--- config.mk ---
export PLATFORM = sky130hd
export DESIGN_NAME = traffic_phase_ctrl
export DESIGN_NICKNAME = d
export VERILOG_FILES = /design/src/rtl/traffic_pkg.sv /design/src/rtl/phase_timer.sv /design/src/rtl/traffic_phase_ctrl.sv
export SDC_FILE = /design/constraint.sdc
export NUM_CORES = 1
export LEC_CHECK = 0
export CORE_MARGIN = 2
export CORE_UTILIZATION = 30
export CTS_BUF_LIST = sky130_fd_sc_hd__clkbuf_8 sky130_fd_sc_hd__clkbuf_16
export CTS_CLUSTER_SIZE = 25
export DETAILED_ROUTE_END_ITERATION = 8
export HOLD_SLACK_MARGIN = 0.02
export PLACE_DENSITY_LB_ADDON = 0.2
export REMOVE_ABC_BUFFERS = 1
export SYNTH_ARGS = -nofsm -noshare
export SYNTH_HDL_FRONTEND = slang
export SYNTH_SLANG_ARGS = --single-unit
export TNS_END_PERCENT = 30
--- constraint.sdc ---
create_clock -name clk -period 5.8 [get_ports clk]
set_input_delay 0.87 -clock clk [delete_from_list [all_inputs] [get_ports clk]]
set_output_delay 0.87 -clock clk [all_outputs]
set_load 0.02 [all_outputs]
--- src/rtl/traffic_pkg.sv ---
// Shared definitions for the traffic phase controller: light codes and phase encoding.
package traffic_pkg;

    localparam logic [4:0] RED       = 5'b10000;
    localparam logic [4:0] RED_LEFT  = 5'b10100;
    localparam logic [4:0] GREEN_ALL = 5'b00111;
    localparam logic [4:0] AMBER     = 5'b01000;

    typedef enum logic [1:0] {
        PH_ALL_RED = 2'd0,
        PH_GREEN   = 2'd1,
        PH_AMBER   = 2'd2
    } phase_e;

    function automatic logic [4:0] red_code(input logic free_left);
        return free_left ? RED_LEFT : RED;
    endfunction

endpackage

--- src/rtl/phase_timer.sv ---
// Load / saturating-decrement phase counter with a zero flag.
module phase_timer #(
    parameter int               CNT_W   = 8,
    parameter logic [CNT_W-1:0] RST_VAL = '0
) (
    input  logic             clk,
    input  logic             reset,
    input  logic             load,
    input  logic [CNT_W-1:0] load_val,
    output logic [CNT_W-1:0] cnt,
    output logic             zero
);

    logic [CNT_W-1:0] cnt_q;
    logic [CNT_W-1:0] cnt_d;

    // Next count: load wins, otherwise count down and hold at zero.
    always_comb begin
        cnt_d = cnt_q;
        if (load) begin
            cnt_d = load_val;
        end else if (cnt_q != '0) begin
            cnt_d = cnt_q - CNT_W'(1);
        end else begin
            cnt_d = cnt_q;
        end
    end

    // Counter register.
    always_ff @(posedge clk or negedge reset) begin
        if (!reset) begin
            cnt_q <= RST_VAL;
        end else begin
            cnt_q <= cnt_d;
        end
    end

    assign cnt  = cnt_q;
    assign zero = (cnt_q == '0);

endmodule

--- src/rtl/traffic_phase_ctrl.sv ---
// Intersection phase controller: rotates green among approaches with load and
// emergency selection, emergency preemption and green extension.
module traffic_phase_ctrl
    import traffic_pkg::*;
#(
    parameter int N_APPR     = 4,
    parameter int GREEN_CYC  = 8,
    parameter int AMBER_CYC  = 3,
    parameter int ALLRED_CYC = 2,
    parameter int CNT_W      = 8,
    parameter int FREE_LEFT  = 1
) (
    input  logic                      clk,
    input  logic                      reset,
    input  logic [N_APPR-1:0]         load_req,
    input  logic [N_APPR-1:0]         emerg_req,
    output logic [5*N_APPR-1:0]       lights,
    output logic [$clog2(N_APPR)-1:0] grant,
    output logic [1:0]                phase,
    output logic                      emerg_active
);

    localparam int               GW        = $clog2(N_APPR);
    localparam logic [CNT_W-1:0] GREEN_LD  = CNT_W'(GREEN_CYC - 1);
    localparam logic [CNT_W-1:0] AMBER_LD  = CNT_W'(AMBER_CYC - 1);
    localparam logic [CNT_W-1:0] ALLRED_LD = CNT_W'(ALLRED_CYC - 1);
    localparam logic [4:0]       RED_C     = red_code(FREE_LEFT != 0);

    phase_e              state_q, state_d;
    logic [GW-1:0]       grant_q, grant_d;
    logic                emerg_q, emerg_d;
    logic [5*N_APPR-1:0] lights_q, lights_d;

    logic                tmr_load_s;
    logic [CNT_W-1:0]    tmr_val_s;
    logic [CNT_W-1:0]    tmr_cnt_s;
    logic                tmr_zero_s;
    logic [GW-1:0]       sel_idx_s;
    logic                sel_emerg_s;
    logic                grant_emerg_s;
    logic                preempt_s;

    phase_timer #(
        .CNT_W   (CNT_W),
        .RST_VAL (ALLRED_LD)
    ) u_timer (
        .clk      (clk),
        .reset    (reset),
        .load     (tmr_load_s),
        .load_val (tmr_val_s),
        .cnt      (tmr_cnt_s),
        .zero     (tmr_zero_s)
    );

    // Selection: lowest emergency, else lowest load, else round-robin successor.
    always_comb begin
        sel_idx_s   = (grant_q == GW'(N_APPR - 1)) ? GW'(0) : grant_q + GW'(1);
        sel_emerg_s = 1'b0;
        for (int i = N_APPR - 1; i >= 0; i--) begin
            sel_idx_s = load_req[i] ? GW'(i) : sel_idx_s;
        end
        for (int i = N_APPR - 1; i >= 0; i--) begin
            sel_idx_s   = emerg_req[i] ? GW'(i) : sel_idx_s;
            sel_emerg_s = emerg_req[i] | sel_emerg_s;
        end
        grant_emerg_s = emerg_req[grant_q];
        preempt_s     = (emerg_req != '0) && !grant_emerg_s;
    end

    // Phase sequencing; extension falls out of the timer saturating at zero.
    always_comb begin
        state_d    = state_q;
        grant_d    = grant_q;
        emerg_d    = emerg_q;
        tmr_load_s = 1'b0;
        tmr_val_s  = ALLRED_LD;
        case (state_q)
            PH_ALL_RED: begin
                if (tmr_zero_s) begin
                    state_d    = PH_GREEN;
                    tmr_load_s = 1'b1;
                    tmr_val_s  = GREEN_LD;
                    grant_d    = sel_idx_s;
                    emerg_d    = sel_emerg_s;
                end else begin
                    state_d = PH_ALL_RED;
                end
            end
            PH_GREEN: begin
                if (preempt_s || (tmr_zero_s && !grant_emerg_s)) begin
                    state_d    = PH_AMBER;
                    tmr_load_s = 1'b1;
                    tmr_val_s  = AMBER_LD;
                end else begin
                    state_d = PH_GREEN;
                end
            end
            PH_AMBER: begin
                if (tmr_zero_s) begin
                    state_d    = PH_ALL_RED;
                    tmr_load_s = 1'b1;
                    tmr_val_s  = ALLRED_LD;
                    emerg_d    = 1'b0;
                end else begin
                    state_d = PH_AMBER;
                end
            end
            default: begin
                state_d    = PH_ALL_RED;
                tmr_load_s = 1'b1;
                tmr_val_s  = ALLRED_LD;
                emerg_d    = 1'b0;
            end
        endcase
    end

    // Lights are decoded from the next state so the register lines up with the phase.
    always_comb begin
        lights_d = '0;
        for (int i = 0; i < N_APPR; i++) begin
            if (grant_d == GW'(i) && state_d == PH_GREEN) begin
                lights_d[5*i +: 5] = GREEN_ALL;
            end else if (grant_d == GW'(i) && state_d == PH_AMBER) begin
                lights_d[5*i +: 5] = AMBER;
            end else begin
                lights_d[5*i +: 5] = RED_C;
            end
        end
    end

    // State and output registers.
    always_ff @(posedge clk or negedge reset) begin
        if (!reset) begin
            state_q  <= PH_ALL_RED;
            grant_q  <= GW'(N_APPR - 1);
            emerg_q  <= 1'b0;
            lights_q <= {N_APPR{RED_C}};
        end else begin
            state_q  <= state_d;
            grant_q  <= grant_d;
            emerg_q  <= emerg_d;
            lights_q <= lights_d;
        end
    end

    assign lights       = lights_q;
    assign grant        = grant_q;
    assign phase        = state_q;
    assign emerg_active = emerg_q;

endmodule
==> results.cfg, run 1 <==
[run_status]
run_status = completed

[setup_path]
arrival_ps = 2690
cp-start-kind = input pin
worstSetupPathType = in -> reg
worstPathCellList = clkdlybuf4s50_1 -> or4_1 -> o32a_1 -> nor2_1 -> a32o_1 -> nand2_1
r2r_cells = 7
cp_max_fo = 7
cp-end-kind = register
worstSetupPathDepth = 6
timing.rr.start = u_timer.cnt[1]
required_ps = 5990
crit_family = simple AND/OR/NAND/NOR gates
crit_buf_inv = 1
ff2ff_setup_slack_ps = 3700
critPathMaxStageDelay_ps = 570
slowest_stage = or4_1
rr_endpoint = lights[14]

[yosys]
syn_area_um2 = 1490
seq_area_frac_synth_pct = 49.7
synthCells = 144
ys_seq_elements = 29
synth_area_per_cell_um2 = 10.3
synth_commonest_cells = 21 x nor2_1, 18 x dfrtp_1, 14 x nand2_1, 11 x dfstp_2
ys.flop_type = dfrtp_1
synth_area_leaders = dfrtp_1 30%, dfstp_2 19%, nor2_1 5.3%
yosysMostFrequentCell = nor2_1
ys_types = 44
synth_top_area_share_pct = 30.3
synth_warnings = 0
synth_top_area_cell = dfrtp_1
synth_edf_count = 0
async_flop_share_pct = 100

[sta]
rsz0062_at_grt = false
fmax_mhz = 400
tightest_slew_ps = 641
finalHoldViolCount = 0
fin_setup_tns_ps = 0
setup_viol = 0
max-slew-margin-rel_pct = 56.9
fin_crit_sh_pct = 43.1
fin_ws_ps = 3300
drv_slew = 0
fin_worst_skew_ps = 3.74
layout_min_cycle_time_ps = 2500
hold_ws_ps = 519

[placed_design]
dp_cells = 237
place_congestion = 0.797
dp_hpwl_um = 2480
portBuffers = 34
place_ws_ps = 3010

[cts]
postCtsResizedCells = 0
postCtsHoldBufs = 0
postCtsSetupBuffers = 0
h-tree-depth = 2
clkSinkCount = 29
cts_buffers = 5
clockRootBuffer = clkbuf_8
cts_buffer_depth = 2
clk_latency_ps = 270
cts_tree = done
cts.clk_slew.worst_paths_ps = 60

[global_route]
met3_usage_pct = 3.12
gr-usage-met2_pct = 24.0
antenna_found_initial = 0
overflow = 0
top_usage_layer = met2
grt_pass1_wl_um = 5580
grtUsageMet1_pct = 16.2
grt_pass1_vias = 1196
grt_max_degree = 30
grtUsageTotal_pct = 13.5

[pwr]
switching_share_pct = 38.4
power.density_nw_per_um2 = 536
seq_power_share_pct = 35.0
ir_drop_uv = 236
power.share.clock_pct = 20.0
p_leak_nw = 0.813
p_comb_share_pct = 45.0
intPower_mw = 0.654
switching_power_mw = 0.408

[detailed_routing]
antenna_left = 0
vias = 1178
drc = 0
routed_wl_um = 3370
drt_iter0_drc = 58
vias_per_cell = 4.81
dr.pass1.iters = 4
wl_per_cell_um = 13.7

[finish]
final_cells = 245
nNetsFinal = 190
drive_above_1_share_pct = 16.9
antenna_cells = 0
fillers = 478
area_growth_pct = 33.2

[min_path]
hold_depth = 2
hold_path_class = reg -> reg
hp-start = emerg_active
hold_end = emerg_active

[floorplanning]
fp-row-count = 25
die_w_um = 74.4
ios = 35
dieArea_um2 = 5530
start_util_pct = 31.3
die_y_um = 74.4
core_area_um2 = 4750

[job]
drv_cap = 0
==> metal layers <==
metal / part of all wire [%] / wire length, µm / up-vias
met5: 0 / 0 / -
met4: 0.59 / 20 / 0
met3: 3.6 / 120 / 2
met2: 52 / 1740 / 24
met1: 44 / 1480 / 576
li1: - / - / 576
==> placed cells by master (no fill, tap or decap), types with 2 or more instances in the layout <==
cell type / instances
a32oi_1: 2
xnor2_1: 5
ha_1: 3
a21oi_1: 6
nor2_1: 21
o32a_1: 3
o32ai_1: 2
a32o_1: 2
nor3_1: 6
inv_1: 7
dfstp_2: 11
clkbuf_8: 6
or4_1: 2
clkdlybuf4s50_1: 34
o31ai_1: 2
nand2_1: 14
o21ai_0: 4
nor4_1: 2
dfrtp_1: 18
o211ai_1: 2
nand2b_1: 2
==> worst min-delay path, delay by kind of cell, from the launching register on <==
| family | cells | cell delay (ps) |
|---|---|---|
| AO/OA/AOI/OAI | 1 | 60 |
| flip-flops | 1 | 370 |
| AND/OR/NAND/NOR | 1 | 50 |
==> registers in the layout (all words and copies together) (netlist names) <==
name and cells:
grant 2, phase 2, lights 16, u_timer.cnt 8
emerg_active 1
==> per-stage QoR <==
step	cell area, µm²	power (mW)	utilization, %
floorplan	1430	0.678	-
global placement	1860	0.848	39.2
detailed placement	1860	0.855	39.2
global route	1980	1.14	41.7
CTS	1980	1.07	41.7
finish	1980	1.06	41.7
==> kinds of logic after synthesis <==
group / count (synthesis) / synth area share, %
and+or+nand+nor: 59 / 21.3
AOI/OAI and AO/OA: 29 / 14.5
DFF: 29 / 49.7
buffers and inverters: 16 / 5.39
xor gates and xnor gates: 6 / 3.54
adders and majority gates: 3 / 2.53
muxes: 2 / 3.03
==> worst max path at each step <==
stage,startpoint,endpoint,slack [ps]
after floorplan,emerg_req[1],lights[14],3740
after global placement,emerg_req[1],lights[19],3050
after detailed placement,emerg_req[1],lights[19],3010
after CTS,emerg_req[1],lights[19],3300
after global routing,emerg_req[1],lights[18],3160
final,emerg_req[1],lights[14],3300
==> cell type report <==
cell class                      instances  area (µm²)  area share (%)
Tap cell                               67        83.8            4.23
Clock inverter                          2        33.8            1.71
Inverter                                7        26.3            1.33
Multi-Input combinational cell         99         667            33.7
Timing Repair Buffer                   35         348            17.6
Clock buffer                            6        82.6            4.17
Sequential cell                        29         739            37.3
==> power by group through the flow <==
stage,registers (mW),logic (mW),clock network (mW)
floorplan,0.415,0.263,0
global placement,0.373,0.475,0
detailed placement,0.375,0.480,0
CTS,0.372,0.484,0.217
global route,0.384,0.526,0.227
finish,0.371,0.478,0.212
Power figures use the tool's default switching activity.
==> run 2, diff against run 1 <==
clock period = 2.1 ns   (was 5.8 ns; I/O delays follow)
==> run 2 against run 1 <==
  * Clock skew is 2.1 ps higher
  * Sequential power rose to 2.7 times the previous value
  * Clock power increased to 2.7 times the previous value
  * Die area unchanged
  * First-iteration DRC count is 6.9% lower
  * Via count up 2.6%
  * Sequential share of layout area down 1.6 points
  * Critical path depth is 1 higher
  * Global-route usage is 0.31 points lower
  * Critical path type is now reg -> reg
  * Largest power group unchanged
==> results.cfg, run 2 (same netlist as run 1, synthesis figures left out) <==
[run_status]
run_status = completed

[pwr]
ir_drop_uv = 722
intPower_mw = 1.81
p_leak_nw = 0.860
p_comb_share_pct = 46.5
seq_power_share_pct = 34.0
power.total_mw = 2.95
switching_power_mw = 1.14
power.share.clock_pct = 19.5
power.density_nw_per_um2 = 1430
switching_share_pct = 38.6

[job]
drv_cap = 0

[placed_design]
dp_hpwl_um = 2490
portBuffers = 34
place_congestion = 0.850
dp_cells = 248
place_ws_ps = 50.6

[cts]
h-tree-depth = 2
clockRootBuffer = clkbuf_8
cts_buffers = 5
clkSinkCount = 29
clk_latency_ps = 270
cts_buffer_depth = 2
cts_tree = done
cts.clk_slew.worst_paths_ps = 70
postCtsHoldBufs = 0

[global_route]
grt_pass1_vias = 1231
grtUsageTotal_pct = 13.2
grt_max_degree = 30
grt_pass1_wl_um = 5550
overflow = 0
antenna_found_initial = 0

[detailed_routing]
routed-wl-met2_um = 1720
vias_per_cell = 4.72
drc = 0
highest_layer = met4
dr.pass1.iters = 4
drt-met1-wl_um = 1540
met3_length_um = 100
routed_wl_um = 3390
wl_per_cell_um = 13.3
drt_iter0_drc = 54
vias = 1209
antenna_left = 0

[floorplanning]
core_area_um2 = 4750
fp-row-count = 25
die_y_um = 74.4
dieArea_um2 = 5530
start_util_pct = 31.3
die_w_um = 74.4
ios = 35

[finish]
nNetsFinal = 201
multi_input_area_um2 = 672
final-seq-area_um2 = 739
mostFrequentLayoutCell = clkdlybuf4s50_1
drive_above_1_share_pct = 22.8
largest_register_ffs = 16
antenna_cells = 0
final_cells = 256
final_cell_mix = 34 x clkdlybuf4s50_1, 21 x nor2_1, 18 x dfrtp_1, 14 x nand2_1, 12 x buf_4
area_growth_pct = 39.1
fillers = 481

[sta]
tightest_slew_ps = 519
finalHoldViolCount = 0
setup_viol = 0
fmax_mhz = 511
fin_crit_sh_pct = 93.2
layout_min_cycle_time_ps = 1960
fin_setup_tns_ps = 0
rsz0062_at_grt = false
hold_ws_ps = 431
drv_slew = 0
fin_ws_ps = 144
max-slew-margin-rel_pct = 65.1
fin_worst_skew_ps = 5.83

[setup_path]
required_ps = 2300
cp-start-kind = register
cp-end-kind = register
arrival_ps = 2160
worstSetupPathType = reg -> reg
cp_max_fo = 6

[min_path]
hold_path_class = in -> async
==> run 2: cell types whose count changed in the layout (fill, tap and decap cells not counted), sizes merged <==
cell / previous run / this run
buf: 1 / 12
clkbuf: 6 / 5
clkinv: 0 / 1
clkinvlp: 0 / 1
inv: 8 / 7
==> run 2: cell type report <==
cell class,instances,share of cell area (%)
inverters,7,1.27
repair buffers,46,20.8
clock inverters,3,2.24
well taps,67,4.06
clock buffers,5,3.33
multi-input cells,99,32.5
flip-flops and latches,29,35.8
==> run 2: worst max-delay path, stage by stage, from the launching register on <==
cell and delay [ps]:
dfstp_2 570, inv_1 70, ha_1 220, nor3b_2 180, nand2_1 200, a21oi_2 120
or3_4 410, nor2_1 130
==> run 2: through the flow <==
step                cell area (µm²)  util [%]
global route                   2070      43.5
CTS                            2060      43.4
floorplan                      1430         -
detailed placement             1950      40.9
global placement               1950      40.9
finish                         2070      43.5
==> run 2: power by group through the flow <==
stage	clock [mW]	combinational [mW]	sequential (mW)
floorplan	0	0.727	1.15
global placement	0	1.37	1.01
detailed placement	0	1.37	1.01
CTS	0.597	1.38	1.00
global route	0.622	1.49	1.03
finish	0.576	1.37	1.00
==> run 2: worst paths after layout <==
kind                                 from        endpoint  slack, ps  cells after the start
min reg2reg                  emerg_active    emerg_active        520                      2
min                                 reset  u_timer.cnt[2]        430                      2
max in group asynchronous           reset       lights[4]       1340                      2
min in group clk             emerg_active    emerg_active        520                      2
max                        u_timer.cnt[0]      lights[16]        140                      7
max reg2reg                u_timer.cnt[0]      lights[16]        140                      7
==> run 2: what timing repair did <==
item                       in CTS  in global routing
hold endpoints to repair        0                  0
setup buffers                   0                  0
setup endpoints to repair       0                  5
resized for setup               0                  1
==> run 2: layer usage <==
layer | GRT usage [%] | up-vias
li1 | - | 592
met1 | 16.0 | 590
met2 | 22.6 | 23
met3 | 3.79 | 4
met4 | 4.17 | 0
met5 | 0 | -
==> edit 1, RTL diff (flow settings as in run 2) <==
The parameter `N_APPR` goes from 4 to 2.
--- a/src/rtl/traffic_phase_ctrl.sv
+++ b/src/rtl/traffic_phase_ctrl.sv
@@ -4,5 +4,5 @@
     import traffic_pkg::*;
 #(
-    parameter int N_APPR     = 4,
+    parameter int N_APPR     = 2,
     parameter int GREEN_CYC  = 8,
     parameter int AMBER_CYC  = 3,
Ports: changed (resized emerg_req, grant, lights and load_req); port bits go from 35 to 20. No check against the original RTL was run, so the function may have changed too.
==> edit 1 against run 2 <==
Setup slack got worse by 0.048 ns. Largest cell class is now multi-input gates. Total power is 12% lower. Global-route usage down 0.13 points. Sequential share of layout area down 3.0 points. Largest power group unchanged. Routed wire length decreased by 33%. Final area is 25% lower. Sequential cell count down 9. Non-clock buffer count down 4. Die area fell by 28%. Synthesized area fell by 30%.
==> edit 1: results (changes against run 2) <==
- Final WL: 2280 µm (-33%)
- Drt initial violations: 19 (-65%)
- Leak: 0.648 nW (-25%)
- Gr usage total: 13.1% (-0.13 points)
- Vias per cell: 4.66 (-1.4%)
- Vias in the first global route: 916 (-26%)
- Worst setup path startpoint: u_timer.cnt[4]$_DFFE_PN0P_
- Met1 usage: 15.2% (-0.82 points)
- Syn_area_per_cell: 9.87 µm² (-4.4%)
- Met1 Wirelength: 1000 µm (-35%)
- Sequential area share after synthesis: 48.6% (-1.2 points)
- Met2 WL: 1170 µm (-32%)
- Routing usage on met2: 23.0% (+0.39 points)
- Post-detail-place hpwl: 1730 µm (-31%)
- Outcome: finished clean
- Post-place instance area: 1380 µm² (-29%)
- PostCTS Resize Cnt: 7 (+7)
- Number of post-CTS setup repair buffers: 6 (+6)
- Yosys cell types: 36 (-18%)
- Drt wl/cell: 11.9 µm (-10%)
- Relative slew slack: 58.4% (-6.7 points)
- Slowest cell on the critical path: or4_4
- Setup WS pre-CTS: -0.0762 ns (-0.127 ns)
- Wire length on met3: 86 µm (-14%)
- Switching Power: 0.966 mW (-15%)
- Clock group: 0.381 mW (-34%)
- CP arrival: 2.21 ns (+0.05 ns)
- Cell count after placement: 181 (-27%)
- First-pass GRT wire length: 4120 µm (-26%)
- Layout cell share with drive strength beyond 1: 29.5% (+6.7 points)
- CTS buffer count: 3 (-2)
- M3 GR Usage: 2.68% (-1.1 points)
- Synth top cells by count: dfrtp_1 (14), nand2_1 (9), nor2_1 (9)
- VDD IR max: 0.653 mV (-9.6%)
- Placer Congestion: 0.770 (-9.3%)
- Power Density: 1680 nW/µm² (+17%)
- H-tree level count: 1 (-1)
- R2R setup slack: 0.1 ns (-0.05 ns)
- # nets final: 155 (-23%)
==> edit 1: changes by cell type after synthesis, sizes merged, moves of 4 or more <==
cell / run 2 / this run
nand2: 14 / 9
dfstp: 11 / 6
dfrtp: 18 / 14
nor2: 23 / 9
buf: 6 / 2
==> edit 1: cells by family (layout without fill, tap and decap cells) <==
| kind of cell | Yosys count | count (layout) | share of synthesized area (%) |
|---|---|---|---|
| compound gates | 23 | 23 | 15.8 |
| xor+xnor | 4 | 4 | 3.35 |
| fa+ha+maj | 2 | 2 | 2.39 |
| buf+inv | 12 | 52 | 5.14 |
| flops | 20 | 20 | 48.6 |
| mux | 3 | 3 | 2.87 |
| simple gates | 42 | 42 | 21.9 |
==> edit 1: cell type report <==
cell class	count	area [µm²]
clock buffer	3	41.3
clock inverter	1	30.0
fill	328	1790
inverter	6	22.5
multi-input combinational	74	518
sequential	20	508
tap	46	57.6
timing repair buffer	42	370
==> edit 2, RTL diff (settings of run 2) <==
Without the edit above. Make the reset (`reset`) synchronous in 2 clocked blocks.
--- a/src/rtl/phase_timer.sv
+++ b/src/rtl/phase_timer.sv
@@ -28,5 +28,5 @@
 
     // Counter register.
-    always_ff @(posedge clk or negedge reset) begin
+    always_ff @(posedge clk) begin
         if (!reset) begin
             cnt_q <= RST_VAL;
--- a/src/rtl/traffic_phase_ctrl.sv
+++ b/src/rtl/traffic_phase_ctrl.sv
@@ -130,5 +130,5 @@
 
     // State and output registers.
-    always_ff @(posedge clk or negedge reset) begin
+    always_ff @(posedge clk) begin
         if (!reset) begin
             state_q  <= PH_ALL_RED;
Behaviour: differs if reset is asserted again (counterexample within 4 cycles, from zero or initial values and one cycle with reset low); with reset held inactive, the same outputs for 10 cycles.
==> edit 2 against run 2 <==
Synthesized area decreased by 3.4%. Die area fell by 3.2%. Sequential share of layout area shrank 8.6 points. Global-route usage rose by 1.6 points. Final area grew 3.3%. Via count rose by 15%. Total power is 6.5% higher. Setup slack got worse by 0.068 ns. Sequential cell count unchanged. Routed wire length up 7.3%. Clock power grew 1%. Critical endpoint is now u_timer.cnt[6]$_SDFFE_PN0P_.
==> edit 2: results (changes against run 2) <==
- Syn-to-layout area delta: 48.7%
- Setup WS pre-CTS: -0.235 ns (-0.285 ns)
- Synth top area cells: dfxtp_1 (40%), nor2_1 (6.3%), nor3_1 (3.5%), o21ai_0 (3.5%), nand2_1 (3.4%)
- Met2 WL: 1760 µm (+2.4%)
- Largest net degree at the start of global routing: 10 (-67%)
- Final WL: 3640 µm (+7.3%)
- Post-place instance area: 1980 µm² (+1.9%)
- First-pass GRT wire length: 6070 µm (+9.2%)
- Fraction of area in multi-input gates: 38.4% (+5.9 points)
- # nets final: 239 (+19%)
- Cell count after placement: 273 (+10%)
- Crit path max fanout: 5 (-1)
- Drt initial violations: 47 (-13%)
- CP arrival: 2.20 ns (+0.04 ns)
- Async set-reset flop share out of synthesis: 0% (-100 points)
- Inverters: 6 (-1)
- Syn_area_per_cell: 8.60 µm² (-17%)
- Design internal power: 1.89 mW (+4.2%)
- Routing usage on met2: 24.3% (+1.7 points)
- Met1 usage: 18.9% (+2.9 points)
- Final Skew: 0.00675 ns (+0.000915 ns)
- Synth top cells by count: dfxtp_1 (29), nor2_1 (24), nand2_1 (13)
- Wire length on met3: 110 µm (+10%)
- Seq area share: 27.2% (-8.6 points)
- M3 GR Usage: 3.45% (-0.34 points)
- Fill cell total of the finished layout: 443 (-7.9%)
- Clock network area share: 5.45% (-0.12 points)
- Worst Reg-to-Reg Cells: 5 (-2)
- Area occupied by multi-input gates: 821 µm² (+22%)
- Vias in the first global route: 1345 (+9.3%)
- Outcome: finished clean
- Sequential area share after synthesis: 40.4% (-9.3 points)
- Yosys cell types: 46 (+4.5%)
- Clock network power share: 18.5% (-1.0 points)
[edit 2: final timing paths]
| path | from | end | slack [ns] |
|---|---|---|---|
| hold / removal | emerg_active$_SDFFE_PN0P_ | emerg_active$_SDFFE_PN0P_ | 0.48 |
| hold reg to reg | emerg_active$_SDFFE_PN0P_ | emerg_active$_SDFFE_PN0P_ | 0.48 |
| setup reg to reg | u_timer.cnt[2]$_SDFFE_PN0P_ | lights[16]$_SDFF_PN0_ | 0.15 |
| setup / recovery | emerg_req[1] | u_timer.cnt[6]$_SDFFE_PN0P_ | 0.08 |
[edit 2: cells by family (layout without fill, tap and decap cells)]
| logic type | Yosys count | after routing | share of synthesized area, % |
|---|---|---|---|
| compound gates | 47 | 47 | 22.0 |
| xor+xnor | 2 | 2 | 1.22 |
| fa+ha+maj | 3 | 3 | 2.61 |
| buf+inv | 13 | 73 | 4.88 |
| flops | 29 | 29 | 40.4 |
| mux | 1 | 1 | 1.57 |
| simple gates | 72 | 72 | 27.3 |
